--- src/rtl/timer_pkg.sv ---
// Shared definitions for the 8-bit timer: clock-select codes, widths
// and the divider tap test used by the prescaler.
package timer_pkg;

    localparam int DIV_W = 4;
    localparam int CKS_W = 2;

    localparam logic [CKS_W-1:0] CKS_DIV2  = 2'd0;
    localparam logic [CKS_W-1:0] CKS_DIV4  = 2'd1;
    localparam logic [CKS_W-1:0] CKS_DIV8  = 2'd2;
    localparam logic [CKS_W-1:0] CKS_DIV16 = 2'd3;

    // True when the low (sel+1) divider bits are all ones, i.e. the next
    // increment completes one full period of the selected rate.
    function automatic logic tap_hit(input logic [DIV_W-1:0] div,
                                     input logic [CKS_W-1:0] sel);
        logic [DIV_W:0]   full;
        logic [DIV_W-1:0] mask;
        full = ({{DIV_W{1'b0}}, 1'b1} << (sel + 3'd1)) - 1'b1;
        mask = full[DIV_W-1:0];
        return (div & mask) == mask;
    endfunction

endpackage

--- src/rtl/timer_prescaler_if.sv ---
// Control/strobe bundle between a timer controller and the prescaler.
// The master side drives enable and clock select; the prescaler answers
// with the count strobe and its divider value.
interface timer_prescaler_if;
    import timer_pkg::*;

    logic             en;
    logic [CKS_W-1:0] cks;
    logic             clk_ena;
    logic [DIV_W-1:0] div_cnt;

    modport master (
        output en,
        output cks,
        input  clk_ena,
        input  div_cnt
    );

    modport slave (
        input  en,
        input  cks,
        output clk_ena,
        output div_cnt
    );

endinterface

--- src/rtl/timer_prescaler.sv ---
// Clock-enable prescaler for the 8-bit timer. A free-running divider
// produces a one-cycle strobe every 2, 4, 8 or 16 clocks. Disabling the
// prescaler or changing the select restarts the divider from zero so the
// downstream counter never sees a shortened or doubled period.
module timer_prescaler
    import timer_pkg::*;
(
    input  logic              clk,
    input  logic              rst,
    timer_prescaler_if.slave  bus
);

    logic [DIV_W-1:0] div;
    logic [CKS_W-1:0] cks_q;
    logic             clk_ena_q;

    // Divider, active select and registered strobe; disable beats select change.
    always_ff @(posedge clk or posedge rst) begin
        if (rst) begin
            div       <= '0;
            cks_q     <= CKS_DIV2;
            clk_ena_q <= 1'b0;
        end else if (!bus.en) begin
            div       <= '0;
            cks_q     <= bus.cks;
            clk_ena_q <= 1'b0;
        end else if (bus.cks != cks_q) begin
            div       <= '0;
            cks_q     <= bus.cks;
            clk_ena_q <= 1'b0;
        end else begin
            div       <= div + 1'b1;
            clk_ena_q <= tap_hit(div, cks_q);
        end
    end

    assign bus.clk_ena = clk_ena_q;
    assign bus.div_cnt = div;

endmodule
--- src/flat_wrapper.sv ---
// flat-port wrapper written by rule: the top's interface ports become plain ports
module timer_prescaler_flat import timer_pkg::*;
  (clk, rst, bus_en, bus_cks, bus_clk_ena, bus_div_cnt);
  timer_prescaler_if bus_i ();
  input  logic clk;
  input  logic rst;
  input wire logic [$bits(bus_i.en)-1:0] bus_en;
  input wire logic [$bits(bus_i.cks)-1:0] bus_cks;
  output wire logic [$bits(bus_i.clk_ena)-1:0] bus_clk_ena;
  output wire logic [$bits(bus_i.div_cnt)-1:0] bus_div_cnt;
  assign bus_i.en = bus_en;
  assign bus_i.cks = bus_cks;
  assign bus_clk_ena = bus_i.clk_ena;
  assign bus_div_cnt = bus_i.div_cnt;
  timer_prescaler u_core (.clk(clk), .rst(rst), .bus(bus_i));
endmodule
--- config.mk ---
export PLATFORM = sky130hd
export DESIGN_NAME = timer_prescaler_flat
export DESIGN_NICKNAME = d
export VERILOG_FILES = /design/src/rtl/timer_pkg.sv /design/src/rtl/timer_prescaler_if.sv /design/src/rtl/timer_prescaler.sv /design/src/flat_wrapper.sv
export SDC_FILE = /design/constraint.sdc
export NUM_CORES = 1
export LEC_CHECK = 0
export CAP_MARGIN = 20
export CORE_AREA = 2 2 39 41
export CTS_CLUSTER_SIZE = 20
export DETAILED_ROUTE_END_ITERATION = 8
export DIE_AREA = 0 0 41 43
export PLACE_DENSITY_LB_ADDON = 0.25
export SLEW_MARGIN = 20
export SYNTH_ARGS = -nofsm -noshare
export SYNTH_HDL_FRONTEND = slang
export SYNTH_SLANG_ARGS = --single-unit
--- constraint.sdc ---
create_clock -name clk -period 1.2 [get_ports clk]
set_clock_uncertainty 0.2 [all_clocks]
set_input_delay 0.36 -clock clk [delete_from_list [all_inputs] [get_ports clk]]
set_output_delay 0.36 -clock clk [all_outputs]
set_load 0.02 [all_outputs]
Yosys cells after proc, flatten, opt, wreduce, memory -nomap -nowiden:

Index checks and enable logic that the tools add are counted.

* shift-type cells: 1
* mux-type cells: 6
* bitwise operators: 1
* $add $sub $neg: 3
* equality and inequality tests: 3

Operators with widths (number)
* two-way mux 4 bit: 2
* adder 4 x 1 -> 4 bit (second input constant): 1
* AND 4 bit: 1
* equality test 4 bit: 1
* two-way mux 2 bit: 2
* << shifter 1 x 3 -> 4 bit (first input constant): 1
* subtractor 4 x 1 -> 4 bit (second input constant): 1
* adder 2 x 1 -> 3 bit (second input constant): 1
* two-way mux 1 bit: 2
* != test 2 x 1 -> 1 bit (second input constant): 1
* != test 2 bit: 1

* output and inout port bits: 5
* register bits after elaboration: 7

Depth between registers and ports, before layout:

* depth in word-level cells: 7
* gate-level depth with buffers: 3
* mapped depth without buffers: 3

Worst setup path before layout:

OpenSTA, ideal clock, no wires.

* path kind: register to register
* start point: reg u_core.cks_q[0]
* end point: reg u_core.clk_ena_q (netlist: u_core.bus.clk_ena)
* arrival time: 1.000 ns
* cell stages (with the launch flop): 4
* setup slack: -0.122 ns
* required time: 0.878 ns
* buffers on the path: 0
* clock period less this slack: 1.322 ns
* path through: dfrtp_1 -> xnor2_1 -> nand3_2 -> a2111oi_1

* cells in the longest elaborated chain, start to end: 7

Ends and longest elaborated chain
* start: declaration: line timer_prescaler.sv:14 `logic [CKS_W-1:0] cks_q;`
* start signal: assignment: line timer_prescaler.sv:25 `cks_q <= bus.cks;`
* start signal: assignment: line timer_prescaler.sv:29 `cks_q <= bus.cks;`
* adder 2 x 1 -> 3 bit: line timer_pkg.sv:19 `full = ({{DIV_W{1'b0}}, 1'b1} << (sel + 3'd1)) - 1'b1;`
* << shifter 1 x 3 -> 4 bit: line timer_pkg.sv:19
* subtractor 4 x 1 -> 4 bit: line timer_pkg.sv:19
* AND 4 bit: line timer_pkg.sv:21 `return (div & mask) == mask;`
* equality test 4 bit: line timer_pkg.sv:21
* two-way mux 1 bit *: line timer_prescaler.sv:27 `end else if (bus.cks != cks_q) begin`
* two-way mux 1 bit *: line timer_prescaler.sv:23 `end else if (!bus.en) begin`
* end signal: assignment: line timer_prescaler.sv:33 `clk_ena_q <= tap_hit(div, cks_q);`
* end: declaration: line timer_prescaler.sv:15 `logic clk_ena_q;`

Every way passes the cells marked *; elsewhere a longest branch is shown, timed or not.
A chain may end at the register's enable or synchronous reset.

Final worst setup path:

* start point: reg u_core.div[1] (netlist: u_core.bus.div_cnt[1])
* end point: out bus_div_cnt[1]

RTL lines
* start: declaration: line timer_prescaler.sv:13 `logic [DIV_W-1:0] div;`
* start signal: assignment: line timer_prescaler.sv:32 `div <= div + 1'b1;`
* end: declaration: line flat_wrapper.sv:10 `output wire logic [$bits(bus_i.div_cnt)-1:0] bus_div_cnt;`

No word-level cell between the ends.

==> results.txt <==
Max Buffers Root-to-Sink - 2
Fin. Hold Viols - 0
Crit-path max cell delay - 400 ps
Worst-path cell chain - buf_6
Worst relative slew slack - 81.2%
Hold-fix buffers at CTS - 0
Critical Path Slowest Stage Cell - dfrtp_2
Pre-CTS WS - -527 ps
Max VDD drop - 0.000378 V
Synthesized netlist net count - 33
Failing checks - setup timing
CTS tree - yes
Fmax - 745 MHz
Pre-antenna DRT Iters - 1
Initial core utilization - 21.3%
CP Data Required Time - 640 ps
Core area - 0.00138 mm2
Register Area - 176 um2
Ant diodes - 0
Startpoint Class - flop
Overflow after GRT - 0
Worst setup EP type - output port
RSZ-0062 raised after global routing - yes
Die Span Y - 43 um
Drt via density - 3.97
Post-layout util - 40.7%
Minimum clock period - 1340 ps
IO Pins - 10
Crit path DAT - 780 ps
Pleak - 0.233 nW
Multi-input gate area - 183 um2
Cell Area, Synth - 295 um2
Period utilization - 112%
Clock transition at path regs - 50 ps
Antenna Nets Post-Route - 0
First-pass GRT wire length - 1100 um
Overall routing resource usage - 10.0%
CTS buffer count - 3
Max-slew violations - 0
Initial antenna violation count - 0
DIE WIDTH - 41 um
Worst setup path class - reg2out
Unique masters post-synth - 12
Layout cell share with drive strength beyond 1 - 65.9%
Final WL - 705 um
Yosys warnings - 0
H-tree Lvls - 1
Number of synthesized register bits - 7
Worst Tran Pin Value - 282 ps
Largest net degree at the start of global routing - 8
Number of fill cells in the layout - 135
Core Rows - 14
Mapped Cells - 27
PortBufs - 9
Area Overhead vs Synth - 90.7%
DRT iter0 DRCs - 0
Post-DP HPWL - 478 um
Syn_area_per_cell - 10.9 um2
Drt wl/cell - 11.8 um
PD cells - 967 mW/mm2
Delay-heaviest family, CP - flip-flops
Final setup violation count - 8
Hold Crit Class - in2async
# nets final - 51
Clk root buf - clkbuf_4
Vias in the first global route - 268
Clock Latency Late Sink - 250 ps
Worst Setup Slack, final - -141 ps
Setup TNS - -697 ps
Via count - 238
CP bufs+invs - 1
Register area share after synthesis - 59.3%
Placer congestion estimate - 0.648
Crit path max fanout - 2
Clock Sinks - 7
DRC - 0
Max Cap Violations - 0
Status - finished, violations left
Area of the die - 0.00176 mm2
[per-layer routing]
| layer | part of all wire (%) | vias up | track usage [%] |
|---|---|---|---|
| met5 | 0 | - | 0 |
| li1 | - | 115 | - |
| met2 | 61 | 6 | 15.6 |
| met1 | 34 | 117 | 9.24 |
| met4 | 0 | 0 | 10.0 |
| met3 | 5.0 | 0 | 3.14 |
[Yosys cell counts]
master	instances	area [um2]
dfrtp_1	7	175
inv_1	4	15.0
nor2_1	4	15.0
xnor2_1	3	26.3
clkbuf_1	2	7.51
a2111oi_1	1	10.0
a21oi_1	1	5.00
ha_1	1	12.5
nand3_1	1	5.00
nand3_2	1	10.0
o21ai_0	1	5.00
xor2_1	1	8.76
[per-stage QoR]
| step | cells | hold WS [ps] | power (mW) | cell area (um2) |
|---|---|---|---|---|
| floorplan | 27 | -36.7 | 0.279 | 302 |
| global route | 60 | 177 | 0.571 | 563 |
| finish | 60 | 147 | 0.544 | 563 |
| CTS | 60 | 147 | 0.552 | 536 |
| global placement | 56 | 330 | 0.311 | 449 |
| detailed placement | 56 | 345 | 0.313 | 449 |
[where the power goes]
part	total (mW)	leakage, nW	internal, mW	switching [mW]
Clock	0.217	0.0150	0.127	0.0904
Sequential	0.248	0.0910	0.243	0.00564
Combinational	0.0784	0.127	0.0382	0.0402
[cells by family (layout without fill, tap and decap cells)]
group / Yosys count / after routing / synth area share (%)
adders and majority gates: 1 / 1 / 4.24
buffers and inverters: 6 / 23 / 7.63
AOI/OAI and AO/OA: 3 / 3 / 6.78
xor gates and xnor gates: 4 / 4 / 11.9
DFF: 7 / 7 / 59.3
and+or+nand+nor: 6 / 6 / 10.2
[cells in the final DEF, fill, tap and decap left out, drive strengths merged]
| master | n |
|---|---|
| xnor2 | 3 |
| ha | 1 |
| a2111oi | 1 |
| a21oi | 1 |
| dfrtp | 7 |
| o21ai | 1 |
| clkdlybuf4s50 | 2 |
| dlygate4sd2 | 2 |
| nor2 | 4 |
| xor2 | 1 |
| buf | 11 |
| clkbuf | 4 |
| inv | 4 |
| nand3 | 2 |
[layout make-up]
cell class              instances  share of cell area (%)
clock buffers                   4                    4.67
inverters                       4                    2.67
multi-input cells              14                    32.4
flip-flops and latches          7                    31.3
well taps                      16                    3.56
repair buffers                 15                    25.3
[state kept, by name (all words and copies together), names as in the netlist]
signal and cells:
u_core.cks_q 2, u_core.bus.div_cnt 4, u_core.bus.clk_ena 1
[what timing repair did]
action                                 CTS  global route
pin swaps                                7             3
endpoints found under the hold margin    0             0
setup endpoints to repair               10            10
setup buffers                            1             0
resized for setup                       45             5
cloned                                   0             0
[worst paths after layout]
check,cells past startpoint,from,slack [ps],endpoint
max,1,u_core.bus.div_cnt[1],-140,bus_div_cnt[1]
min,2,rst,150,u_core.bus.div_cnt[3]
max reg2reg,4,u_core.cks_q[0],-20,u_core.bus.div_cnt[2]
min reg2reg,2,u_core.bus.div_cnt[0],410,u_core.bus.div_cnt[0]
max in group asynchronous,2,rst,420,u_core.bus.div_cnt[1]
min in group clk,1,bus_cks[1],180,u_core.cks_q[1]
Note: power is estimated with default switching activity, not from simulation.
